$ cat config.mk
export PLATFORM = sky130hd
export DESIGN_NAME = demux_l2_flat
export DESIGN_NICKNAME = d
export VERILOG_FILES = /design/src/rtl/demux_l2_pkg.sv /design/src/rtl/demux_l2_if.sv /design/src/rtl/demux_idle_timer.sv /design/src/rtl/demux_l2.sv /design/src/flat_wrapper.sv
export SDC_FILE = /design/constraint.sdc
export NUM_CORES = 1
export LEC_CHECK = 0
export BUFFER_PORTS_ARGS = -buffer_cell sky130_fd_sc_hd__buf_2
export CORE_AREA = 2 2 50 52
export CTS_BUF_LIST = sky130_fd_sc_hd__clkbuf_8 sky130_fd_sc_hd__clkbuf_16
export DETAILED_ROUTE_END_ITERATION = 16
export DIE_AREA = 0 0 52 54
export PLACE_DENSITY = 0.79
export SYNTH_ARGS = -nofsm -noshare
export SYNTH_HDL_FRONTEND = slang
export SYNTH_HIERARCHICAL = 1
export SYNTH_SLANG_ARGS = --single-unit
$ cat constraint.sdc
create_clock -name clk -period 1.36 [get_ports clk]
set_input_delay 0.136 -clock clk [delete_from_list [all_inputs] [get_ports clk]]
set_output_delay 0.136 -clock clk [all_outputs]
set_load 0.05 [all_outputs]
$ cat src/rtl/demux_l2_pkg.sv
// rtl/demux_l2_pkg.sv - shared constants and types for the layer-2 byte demux
package demux_l2_pkg;

  localparam int DATA_W_DEF       = 8;
  localparam int FLUSH_CYCLES_DEF = 4;

  typedef enum logic {
    ST_EMPTY = 1'b0,
    ST_HALF  = 1'b1
  } state_e;

  // Width of a counter that must hold 0..n inclusive.
  function automatic int cnt_w(input int n);
    return (n < 1) ? 1 : $clog2(n + 1);
  endfunction

endpackage

$ cat src/rtl/demux_l2_if.sv
// rtl/demux_l2_if.sv - serial byte input and paired lane outputs of the layer-2 demux
interface demux_l2_if
  import demux_l2_pkg::*;
#(
  parameter int DATA_W = DATA_W_DEF
);

  logic [DATA_W-1:0] dataIn;
  logic              validIn;
  logic [DATA_W-1:0] dataOut0;
  logic [DATA_W-1:0] dataOut1;
  logic              validOut0;
  logic              validOut1;
  logic              pending;

  modport master (
    output dataIn, validIn,
    input  dataOut0, dataOut1, validOut0, validOut1, pending
  );

  modport slave (
    input  dataIn, validIn,
    output dataOut0, dataOut1, validOut0, validOut1, pending
  );

endinterface

$ cat src/rtl/demux_idle_timer.sv
// rtl/demux_idle_timer.sv - saturating idle counter used by the lone-byte flush (DEMUX_FLUSH_EN)
module demux_idle_timer
  import demux_l2_pkg::*;
#(
  parameter int MAX = FLUSH_CYCLES_DEF,
  parameter int W   = cnt_w(MAX)
) (
  input  logic         clk,
  input  logic         reset,
  input  logic         clr_i,
  input  logic         inc_i,
  output logic [W-1:0] cnt_o
);

  logic [W-1:0] cnt_q, cnt_d;

  always_comb begin
    cnt_d = cnt_q;
    if (clr_i) begin
      cnt_d = '0;
    end else if (inc_i && (cnt_q != W'(MAX))) begin
      cnt_d = cnt_q + W'(1);
    end
  end

  always_ff @(posedge clk or posedge reset) begin
    if (reset) begin
      cnt_q <= '0;
    end else begin
      cnt_q <= cnt_d;
    end
  end

  assign cnt_o = cnt_q;

endmodule

$ cat src/rtl/demux_l2.sv
// rtl/demux_l2.sv - layer-2 byte demux: pairs consecutive valid bytes onto two lanes
// Optional lone-byte flush after FLUSH_CYCLES idle cycles when DEMUX_FLUSH_EN is defined.
module demux_l2
  import demux_l2_pkg::*;
#(
  parameter int DATA_W = DATA_W_DEF
`ifdef DEMUX_FLUSH_EN
  ,
  parameter int FLUSH_CYCLES = FLUSH_CYCLES_DEF
`endif
) (
  input  logic       clk,
  input  logic       reset,
  demux_l2_if.slave  bus
);

  state_e            state_q, state_d;
  logic [DATA_W-1:0] hold0_q, hold0_d;
  logic [DATA_W-1:0] dout0_q, dout0_d;
  logic [DATA_W-1:0] dout1_q, dout1_d;
  logic              vout0_q, vout0_d;
  logic              vout1_q, vout1_d;
  logic              flush_now;

`ifdef DEMUX_FLUSH_EN
  localparam int CNT_W = cnt_w(FLUSH_CYCLES);

  logic [CNT_W-1:0] idle_cnt;

  // Counter is held clear outside HALF so every lone byte starts a fresh count.
  demux_idle_timer #(
    .MAX (FLUSH_CYCLES),
    .W   (CNT_W)
  ) u_idle_timer (
    .clk   (clk),
    .reset (reset),
    .clr_i (bus.validIn || (state_q != ST_HALF)),
    .inc_i ((state_q == ST_HALF) && !bus.validIn),
    .cnt_o (idle_cnt)
  );

  assign flush_now = (state_q == ST_HALF) && !bus.validIn &&
                     (idle_cnt == CNT_W'(FLUSH_CYCLES));
`else
  assign flush_now = 1'b0;
`endif

  always_ff @(posedge clk or posedge reset) begin
    if (reset) begin
      state_q <= ST_EMPTY;
      hold0_q <= '0;
      dout0_q <= '0;
      dout1_q <= '0;
      vout0_q <= 1'b0;
      vout1_q <= 1'b0;
    end else begin
      state_q <= state_d;
      hold0_q <= hold0_d;
      dout0_q <= dout0_d;
      dout1_q <= dout1_d;
      vout0_q <= vout0_d;
      vout1_q <= vout1_d;
    end
  end

  always_comb begin
    state_d = state_q;
    case (state_q)
      ST_EMPTY: if (bus.validIn) state_d = ST_HALF;
      ST_HALF:  if (bus.validIn || flush_now) state_d = ST_EMPTY;
      default:  state_d = ST_EMPTY;
    endcase
  end

  // A partner byte always wins over a flush that falls due in the same cycle.
  always_comb begin
    hold0_d = hold0_q;
    dout0_d = dout0_q;
    dout1_d = dout1_q;
    vout0_d = 1'b0;
    vout1_d = 1'b0;
    if (state_q == ST_EMPTY) begin
      if (bus.validIn) begin
        hold0_d = bus.dataIn;
      end
    end else if (bus.validIn) begin
      dout0_d = hold0_q;
      dout1_d = bus.dataIn;
      vout0_d = 1'b1;
      vout1_d = 1'b1;
    end else if (flush_now) begin
      dout0_d = hold0_q;
      vout0_d = 1'b1;
    end
  end

  assign bus.dataOut0  = dout0_q;
  assign bus.dataOut1  = dout1_q;
  assign bus.validOut0 = vout0_q;
  assign bus.validOut1 = vout1_q;
  assign bus.pending   = (state_q == ST_HALF);

endmodule

$ cat src/flat_wrapper.sv
// flat-port wrapper written by rule: the top's interface ports become plain ports
module demux_l2_flat import demux_l2_pkg::*;
#(
  parameter int DATA_W = DATA_W_DEF

)
  (clk, reset, bus_dataIn, bus_validIn, bus_dataOut0, bus_dataOut1, bus_validOut0, bus_validOut1, bus_pending);
  demux_l2_if #(.DATA_W(DATA_W)) bus_i ();
  input  logic clk;
  input  logic reset;
  input wire logic [$bits(bus_i.dataIn)-1:0] bus_dataIn;
  input wire logic [$bits(bus_i.validIn)-1:0] bus_validIn;
  output wire logic [$bits(bus_i.dataOut0)-1:0] bus_dataOut0;
  output wire logic [$bits(bus_i.dataOut1)-1:0] bus_dataOut1;
  output wire logic [$bits(bus_i.validOut0)-1:0] bus_validOut0;
  output wire logic [$bits(bus_i.validOut1)-1:0] bus_validOut1;
  output wire logic [$bits(bus_i.pending)-1:0] bus_pending;
  assign bus_i.dataIn = bus_dataIn;
  assign bus_i.validIn = bus_validIn;
  assign bus_dataOut0 = bus_i.dataOut0;
  assign bus_dataOut1 = bus_i.dataOut1;
  assign bus_validOut0 = bus_i.validOut0;
  assign bus_validOut1 = bus_i.validOut1;
  assign bus_pending = bus_i.pending;
  demux_l2 #(.DATA_W(DATA_W)) u_core (.clk(clk), .reset(reset), .bus(bus_i));
endmodule
==> qor.csv, run 1 <==
stage,metric,value,unit
status,status,finished clean,
synthesis,post-synthesis xor/xnor area fraction,0,
placement,PortBufs,29,
layout,share of cells above drive strength 1,0.6778,
floorplan,core area,0.002320,mm2
floorplan,die width,52,um
drt,DRC errors left,0,
drt,Vias,558,
placement,pre-CTS WS,0.004019,ns
worst_setup_path,r2r endpoint,u_core/hold0_q[4],
sta,relative slew slack,0.6378,
layout,most frequent cells in the layout,"buf_2, dfrtp_1, mux2_2, mux2_4",
drt,Routed Antenna Nets,0,
clock_network,total number of H-tree levels,1,
worst_setup_path,CP Capture Type,register,
worst_setup_path,Reg2Reg Setup Slack,0.11,ns
worst_setup_path,worst-path fanout max,8,
sta,setup violators final,0,
hold_path,Hold Crit Class,in -> reg,
global_route,initial antenna violation count,0,
synthesis,Syn Std Cell Area,0.001038,mm2
synthesis,Synth Register Bits,26,
synthesis,"Net Count, Synth",72,
floorplan,DIE AREA,0.002808,mm2
global_route,GRT Overall Usage,0.1250,
placement,gp weighted congestion,0.6292,
sta,worst setup margin,0.1127,ns
global_route,first-pass GRT wire length,2525,um
clock_network,maximum root-to-sink buffer count,2,
floorplan,starting density of the core,0.4477,
worst_setup_path,worst path required time,1.52,ns
synthesis,Synth Area in Simple Gates,0,
layout,Register Area,651.9,um2
drt,final wirelength,1664,um
job,maximum capacitance violations,0,
hold_path,hold_sp,bus_dataIn[3],
drt,First-pass DRT Iterations,3,
worst_setup_path,WS Path Type,reg -> reg,
layout,area occupied by multi-input gates,347.8,um2
worst_setup_path,Worst Setup EP,u_core/hold0_q[4],
synthesis,post-synthesis mux area share,0.2964,
placement,post-DP HPWL,1261,um
floorplan,Chip Height,54,um
synthesis,largest family of logic cells by synthesized area,multiplexers,
worst_setup_path,crit path from,u_core/bus.pending,
clock_network,clock-pin slew on the worst setup and hold paths,0.09,ns
synthesis,Mapped Cells,59,
synthesis,adder-cell share of the synthesized area,0.02410,
synthesis,Syn. warnings,6,
global_route,largest net degree at the start of global routing,18,
worst_setup_path,Crit Reg-Reg Startpoint,u_core/bus.pending,
layout,diodes inserted,0,
sta,Final Max Tran Viols,0,
synthesis,"Seq/Total Area, Yosys",0.6265,
clock_network,CTS tree,yes,
layout,"commonest non-fill, non-tap cell in the layout",buf_2,
clock_network,CTS Root Cell,clkbuf_8,
synthesis,syn avg cell area,17.60,um2
worst_setup_path,FF-to-FF path depth,3,
worst_setup_path,CP arrival,1.41,ns
sta,Final Hold Fails,0,
global_route,vias in the first global route,559,
sta,min Tclk post-route,1.247,ns
clock_network,Worst-Skew Late Latency,0.27,ns
sta,worst-margin pin slew,0.5427,ns
clock_network,CTS buffer count,3,
worst_setup_path,critical path launch point type,register,
layout,Nets,104,
layout,Fillers,192,
floorplan,row cnt,18,
synthesis,Synth Area in Compound Gates,0,
global_route,total grt overflow,0,
floorplan,Top Ports,30,
clock_network,CTS sink cnt,26,
drt,Avg WL per Cell,13.87,um
sta,Max Clk Rate,801.7,MHz
sta,Layout Skew,0.002688,ns
synthesis,Netlist cell types,9,
sta,Tcrit/Tclk final,0.9171,
sta,RSZ-0062 raised after global routing,no,
drt,DR iter-0 viols,4,
drt,Vias/cell,4.650,
clock_network,Post-CTS Setup Inserts,0,
layout,Layout area overhead,24.70,%
repair_timing:
item / in CTS / in global routing
hold endpoints to repair: 12 / 0
resized for setup: 0 / 1
hold buffers: 1 / 0
endpoints found under the setup margin: 0 / 8
registers in the layout, indices dropped and copies added (netlist names):
| register | flops |
|---|---|
| u_core/bus.dataOut0 | 8 |
| u_core/bus.dataOut1 | 8 |
| u_core/bus.pending | 1 |
| u_core/bus.validOut1 | 1 |
| u_core/hold0_q | 8 |
area by class of cell:
| type | count | share of cell area |
|---|---|---|
| Inverter | 3 | 0.008696 |
| Timing Repair Buffer | 31 | 0.1353 |
| Tap cell | 30 | 0.02899 |
| Clock buffer | 3 | 0.03188 |
| Sequential cell | 26 | 0.5034 |
| Multi-Input combinational cell | 26 | 0.2686 |
| Clock inverter | 1 | 0.02319 |
worst max-delay path: stages (launching register included):
cell	delay [ns]
dfrtp_2	0.43
inv_1	0.06
ha_2	0.28
mux2_2	0.36
per-stage QoR:
step	hold slack (ns)	setup TNS [ns]	util	std cells	cell area [um2]
2_1_floorplan	0.1759	-0.2433	-	59	1052
3_3_place_gp	0.1901	0	0.5221	115	1211
3_5_place_dp	0.2045	0	0.5221	115	1211
4_1_cts	0.1030	0	0.5572	120	1292
5_1_grt	0.09440	0	0.5583	120	1295
6_report	0.1048	0	0.5583	120	1295
Yosys cell counts, drive strengths merged:
library cell	count	area [um2]
dfrtp	26	650.6
inv	3	11.26
mux2	24	307.8
ha	2	25.02
buf	4	43.79
routing by layer:
layer	global-route usage	up-vias	share of wire
li1	-	261	-
met1	0.1619	273	0.44
met2	0.1983	20	0.48
met3	0.01667	4	0.055
met4	0.07895	0	0.023
met5	0	-	0
worst min path at each step:
stage	to	slack [ns]	cells after the start
final	u_core/bus.dataOut1[3]	0.10	2
after global placement	u_core/bus.dataOut0[0]	0.19	2
after CTS	u_core/bus.dataOut1[3]	0.10	2
after global routing	u_core/bus.dataOut1[5]	0.09	2
after detailed placement	u_core/bus.dataOut1[6]	0.20	2
after floorplan	u_core/bus.dataOut0[0]	0.18	1
logic make-up after synthesis:
group                      count (synthesis)
muxes                                     24
DFF                                       26
buffers and inverters                      7
adders and majority gates                  2
Power of run 1 is not shown: default switching activity piles up to over one toggle a cycle in this logic, so the estimate is an artifact.
==> run 2, diff against run 1 <==
--- a/config.mk
+++ b/config.mk
@@ -8,6 +8,7 @@
 export BUFFER_PORTS_ARGS = -buffer_cell sky130_fd_sc_hd__buf_2
 export CORE_AREA = 2 2 50 52
 export CTS_BUF_LIST = sky130_fd_sc_hd__clkbuf_8 sky130_fd_sc_hd__clkbuf_16
+export CTS_CLUSTER_SIZE = 14
 export DETAILED_ROUTE_END_ITERATION = 16
 export DIE_AREA = 0 0 52 54
 export PLACE_DENSITY = 0.79
==> constraint.sdc (replaced) <==
create_clock -name clk -period 1.3 [get_ports clk]
set_input_delay 0.13 -clock clk [delete_from_list [all_inputs] [get_ports clk]]
set_output_delay 0.13 -clock clk [all_outputs]
set_load 0.05 [all_outputs]
==> qor.csv, run 2 (same netlist as run 1, synthesis figures left out) <==
stage,metric,value,unit,change
sta,worst hold margin,0.1117,ns,+0.006848 ns
status,status,finished clean,,
drt,DR iter-0 viols,6,,+2
sta,Final Max Tran Viols,0,,unchanged
worst_setup_path,worst-path fanout max,4,,-4
clock_network,CTS resizes,0,,unchanged
sta,RSZ-0062 raised after global routing,yes,,
drt,Routed Antenna Nets,0,,unchanged
sta,worst-margin pin slew,0.3215,ns,-0.2212 ns
worst_setup_path,critical path launch point type,register,,
global_route,largest net degree at the start of global routing,27,,+9
global_route,first-pass GRT wire length,2732,um,+8.2%
clock_network,total number of H-tree levels,1,,unchanged
global_route,GRT Overall Usage,0.1354,,+0.01041
global_route,vias in the first global route,625,,+12%
sta,min Tclk post-route,1.238,ns,-0.008935 ns
layout,Layout area overhead,23.13,%,
layout,share of cells above drive strength 1,0.6739,,-0.003865
drt,Vias,583,,+4.5%
layout,diodes inserted,0,,unchanged
clock_network,Worst-Skew Late Latency,0.26,ns,about the same
drt,Vias/cell,4.779,,+2.8%
sta,Layout Skew,0.004546,ns,+0.001858 ns
hold_path,Hold Crit Class,in -> reg,,
layout,"commonest non-fill, non-tap cell in the layout",buf_2,,
clock_network,CTS tree,yes,,
sta,setup violators final,0,,unchanged
floorplan,DIE AREA,0.002808,mm2,unchanged
placement,gp weighted congestion,0.5800,,-7.8%
worst_setup_path,WS Path Type,reg -> reg,,
clock_network,CTS Root Cell,clkbuf_8,,
clock_network,clock-pin slew on the worst setup and hold paths,0.09,ns,about the same
placement,post-DP HPWL,1211,um,-4.0%
floorplan,Chip Height,54,um,unchanged
global_route,total grt overflow,0,,unchanged
placement,PortBufs,29,,unchanged
worst_setup_path,CP Capture Type,register,,
drt,DRC errors left,0,,unchanged
sta,Final Hold Fails,0,,unchanged
worst_setup_path,CP arrival,1.38,ns,-0.03 ns
drt,final wirelength,1649,um,-0.90%
layout,most frequent cells in the layout,"buf_2, dfrtp_1, mux2_2, mux2_4, clkbuf_8",,
sta,Tcrit/Tclk final,0.9526,,+0.03546
global_route,initial antenna violation count,0,,unchanged
floorplan,starting density of the core,0.4477,,unchanged
floorplan,Top Ports,30,,unchanged
job,maximum capacitance violations,0,,unchanged
worst_setup_path,worst path required time,1.45,ns,-0.07 ns
floorplan,core area,0.002320,mm2,unchanged
floorplan,row cnt,18,,unchanged
sta,relative slew slack,0.7857,,+0.1479
layout,Nets,106,,+1.9%
drt,Avg WL per Cell,13.52,um,-2.5%
drt,First-pass DRT Iterations,3,,unchanged
clock_network,CTS buffer count,3,,unchanged
clock_network,CTS sink cnt,26,,unchanged
floorplan,die width,52,um,unchanged
clock_network,maximum root-to-sink buffer count,2,,unchanged
sta,Max Clk Rate,807.5,MHz,+0.72%
-- run 2: cell type report --
class / count / area (um2)
timing repair buffer: 33 / 177.7
multi-input combinational: 26 / 345.3
tap: 30 / 37.54
sequential: 26 / 651.9
inverter: 3 / 11.26
fill: 189 / 1041
clock buffer: 4 / 55.05
-- run 2: path summary, 6_finish.rpt --
path / start / endpoint / slack (ns) / cells after the start
max: u_core/bus.pending / u_core/hold0_q[3] / 0.06 / 4
min: bus_dataIn[7] / u_core/hold0_q[7] / 0.11 / 2
max reg2reg: u_core/bus.pending / u_core/hold0_q[3] / 0.06 / 4
min reg2reg: u_core/hold0_q[4] / u_core/bus.dataOut0[4] / 0.51 / 1
max in group asynchronous: reset / u_core/bus.pending / 0.57 / 4
min in group asynchronous: reset / u_core/bus.dataOut0[2] / 0.46 / 4
-- run 2: stage by stage --
stage                     setup TNS [ns]  area (um2)  setup WS (ns)  std cells  utilization
final                                  0        1279        0.06162        122       0.5512
after global routing            -0.03076        1279      -0.009548        122       0.5512
after CTS                              0        1279        0.05341        122       0.5512
after detailed placement               0        1214        0.07117        117       0.5232
after global placement                 0        1214        0.09404        117       0.5232
after floorplan                  -0.9081        1059       -0.08433         59            -
-- run 2: what timing repair did --
action                                  4_1_cts  5_1_grt
endpoints found under the hold margin        26        0
endpoints found under the setup margin        0        4
buffers inserted                              0        0
hold buffers                                  1        0
-- run 2: worst max-delay path, cell delays in order, from the launching register on --
cell and delay, ns:
dfrtp_2 0.44, inv_1 0.06, ha_1 0.15, buf_4 0.14, mux2_2 0.33
-- run 2: per-layer routing --
layer / vias to the layer above / track usage / share of wire
li1: 269 / - / -
met1: 294 / 0.1592 / 0.39
met2: 18 / 0.2342 / 0.53
met3: 2 / 0.02222 / 0.055
met4: 0 / 0.07895 / 0.020
met5: - / 0 / 0
Power of run 2 is left out for the same reason.
==> run 3, diff against run 2 <==
--- a/config.mk
+++ b/config.mk
@@ -5,6 +5,8 @@
 export SDC_FILE = /design/constraint.sdc
 export NUM_CORES = 1
 export LEC_CHECK = 0
+export ABC_AREA = 1
+export ABC_CLOCK_PERIOD_IN_PS = 1300
 export BUFFER_PORTS_ARGS = -buffer_cell sky130_fd_sc_hd__buf_2
 export CORE_AREA = 2 2 50 52
 export CTS_BUF_LIST = sky130_fd_sc_hd__clkbuf_8 sky130_fd_sc_hd__clkbuf_16
==> qor.csv, run 3 <==
stage,metric,value,unit,change
status,status,finished clean,,
sta,Layout Skew,0.005035,ns,+0.0004887 ns
drt,Avg WL per Cell,11.45,um,-15%
worst_setup_path,worst path bufs/invs,1,,-1
sta,Final Max Tran Viols,0,,unchanged
synthesis,Mapped Cells,110,,+86%
pwr,Max rail drop VDD,1.360,mV,
clock_network,CTS buffer count,3,,unchanged
placement,placed instance area,0.001196,mm2,-1.4%
clock_network,CTS tree,yes,,
hold_path,hold_sp,bus_dataIn[4],,
job,maximum capacitance violations,0,,unchanged
synthesis,post-synthesis async set-or-reset flop share,1.000,,unchanged
sta,Tcrit/Tclk final,0.8734,,-0.07921
synthesis,Syn. warnings,6,,unchanged
global_route,total grt overflow,0,,unchanged
clock_network,Worst-Skew Late Latency,0.27,ns,about the same
synthesis,"Net Count, Synth",123,,+71%
layout,fin util,0.5394,,-0.01187
worst_setup_path,Crit path max-delay family,flip-flops,,
sta,Max Clk Rate,880.7,MHz,+9.1%
sta,setup violators final,0,,unchanged
worst_setup_path,WS Path Type,reg -> reg,,
sta,setup TNS,0,ns,unchanged
floorplan,Top Ports,30,,unchanged
worst_setup_path,Reg2Reg Setup Slack,0.16,ns,+0.10 ns
floorplan,DIE AREA,0.002808,mm2,unchanged
sta,Final Hold Fails,0,,unchanged
hold_path,Hold Crit Class,in -> reg,,
sta,RSZ-0062 raised after global routing,no,,
synthesis,"top cells by count, synth","nand2_1, dfrtp_1, nand2_2, inv_1",,
synthesis,Synth area leaders,"dfrtp_1, nand2_1, nand2_2, ha_1, buf_6",,
placement,post-DP HPWL,1413,um,+17%
layout,share of cells above drive strength 1,0.3077,,-0.3662
sta,worst-margin pin slew,0.3241,ns,+0.002569 ns
drt,Routed Antenna Nets,0,,unchanged
clock_network,CTS resizes,0,,unchanged
global_route,GRT Overall Usage,0.1564,,+0.02101
pwr,leak pwr,0.0007435,uW,
drt,final wirelength,1981,um,+20%
synthesis,Syn Std Cell Area,0.001037,mm2,-0.12%
clock_network,CTS sink cnt,26,,unchanged
worst_setup_path,Crit Reg-Reg Startpoint,u_core/bus.pending,,
worst_setup_path,CP most frequent cell,nand2_1,,
synthesis,Netlist cell types,11,,+2
synthesis,leading area contributor after synthesis,dfrtp_1,,
global_route,largest net degree at the start of global routing,27,,unchanged
worst_setup_path,"slowest stage cell, crit path",dfrtp_2,,
layout,most frequent cells in the layout,"nand2_1, buf_2, dfrtp_1, nand2_2",,
placement,gp weighted congestion,0.6765,,+17%
layout,Nets,157,,+48%
worst_setup_path,worst path cell trace,ha_1 > buf_4 > nand2_1 > nand2_1,,
synthesis,Synth top area share,0.6273,,+0.0007557
floorplan,Chip Height,54,um,unchanged
worst_setup_path,Critical Path Max Stage Delay,0.42,ns,-0.02 ns
worst_setup_path,FF-to-FF path depth,4,,unchanged
drt,DR iter-0 viols,14,,+8
worst_setup_path,worst-path fanout max,8,,+4
global_route,initial antenna violation count,0,,unchanged
synthesis,"Seq/Total Area, Yosys",0.6273,,+0.0007557
sta,min Tclk post-route,1.135,ns,-0.1030 ns
floorplan,starting density of the core,0.4471,,-0.0005393
floorplan,die width,52,um,unchanged
drt,DRC errors left,0,,unchanged
clock_network,clock-pin slew on the worst setup and hold paths,0.09,ns,about the same
drt,First-pass DRT Iterations,6,,+3
clock_network,total number of H-tree levels,1,,unchanged
worst_setup_path,CP arrival,1.29,ns,-0.09 ns
sta,worst setup margin,0.1646,ns,+0.1030 ns
clock_network,maximum root-to-sink buffer count,2,,unchanged
synthesis,Synth Register Bits,26,,unchanged
global_route,first-pass GRT wire length,3111,um,+14%
floorplan,core area,0.002320,mm2,unchanged
sta,relative slew slack,0.7839,,-0.001713
worst_setup_path,r2r endpoint,u_core/bus.dataOut1[7],,
synthesis,syn avg cell area,9.429,um2,-46%
placement,pre-CTS WS,0.1801,ns,+0.1090 ns
drt,Vias/cell,4.428,,-7.3%
sta,worst hold margin,0.07977,ns,-0.03190 ns
floorplan,row cnt,18,,unchanged
layout,diodes inserted,0,,unchanged
worst_setup_path,worst path required time,1.46,ns,about the same
synthesis,ys flop type,dfrtp_1,,
layout,"commonest non-fill, non-tap cell in the layout",nand2_1,,
worst_setup_path,CP Capture Type,register,,
layout,Fillers,216,,+14%
worst_setup_path,critical path launch point type,register,,
layout,Layout area overhead,20.63,%,
drt,Vias,766,,+31%
synthesis,top-count cell post-synth,nand2_1,,
clock_network,CTS Root Cell,clkbuf_8,,
hold_path,WHS Endpoint,u_core/bus.dataOut1[4],,
global_route,vias in the first global route,714,,+14%
hold_path,hold path depth,3,,+1
pwr,power per cell area,2915,mW/mm2,
synthesis,"EDFF count, synth",0,,unchanged
placement,PortBufs,29,,unchanged
layout,Finished Cell Area,0.001251,mm2,-2.2%
## run 3: changes by cell type in the layout (fill, tap and decap cells not counted), sizes merged
| cell | before | now |
|---|---|---|
| buf | 32 | 33 |
| clkbuf | 4 | 3 |
| inv | 3 | 6 |
| mux2 | 24 | 0 |
| nand2 | 0 | 72 |
## run 3: tightest hold or removal path, stage by stage
cell and delay (ns):
buf_2 0.09, nand2_1 0.05, nand2_1 0.05
## run 3: how the worst max path moves through the flow
stage | end | slack (ns) | startpoint | cells after the start
floorplan | u_core/bus.dataOut0[0] | 0.05 | u_core/bus.pending | 6
global placement | u_core/bus.dataOut0[7] | 0.22 | u_core/bus.pending | 4
detailed placement | u_core/bus.dataOut1[2] | 0.18 | u_core/bus.pending | 4
CTS | u_core/bus.dataOut1[7] | 0.15 | u_core/bus.pending | 4
global route | u_core/bus.dataOut1[7] | 0.08 | u_core/bus.pending | 4
finish | u_core/bus.dataOut1[7] | 0.16 | u_core/bus.pending | 4
## run 3: layout make-up
| class | instances | area [um2] | share of cell area |
|---|---|---|---|
| Clock buffer | 3 | 41.29 | 0.03300 |
| Clock inverter | 1 | 3.754 | 0.003000 |
| Inverter | 5 | 23.77 | 0.01900 |
| Multi-Input combinational cell | 74 | 307.8 | 0.2460 |
| Sequential cell | 26 | 651.9 | 0.5210 |
| Tap cell | 30 | 37.54 | 0.03000 |
| Timing Repair Buffer | 34 | 185.2 | 0.1480 |
## run 3: metrics by stage
stage	std cells	total power [uW]
floorplan	110	2841
global placement	168	3166
detailed placement	168	3224
CTS	173	3683
global route	173	3878
finish	173	3647
## run 3: cell families (layout without fill, tap and decap cells)
group                      after synthesis  after routing  synth area share
DFF                                     26             26            0.6273
and+or+nand+nor                         72             72            0.2726
adders and majority gates                2              2           0.02412
buffers and inverters                   10             43           0.07599
## run 3: per-layer routing
layer  wire, um  global-route usage  vias up
li1           -                   -      388
met2        973              0.2532       23
met3         99             0.01944        4
met1        866              0.2018      351
met4         41             0.09211        0
met5          0                   0        -
## run 3: where the power goes
group	leakage (uW)	switching, uW	internal [uW]	total, uW
clock	0.0000269	242	211	454
sequential	0.000323	193	1180	1370
combinational	0.000393	1400	420	1820
## run 3: what timing repair did
item / CTS / global route
endpoints found under the setup margin: 0 / 0
hold buffers: 1 / 0
hold endpoints to repair: 26 / 0
buffers inserted: 0 / 0
No activity file was read; power rests on OpenSTA's default activity.
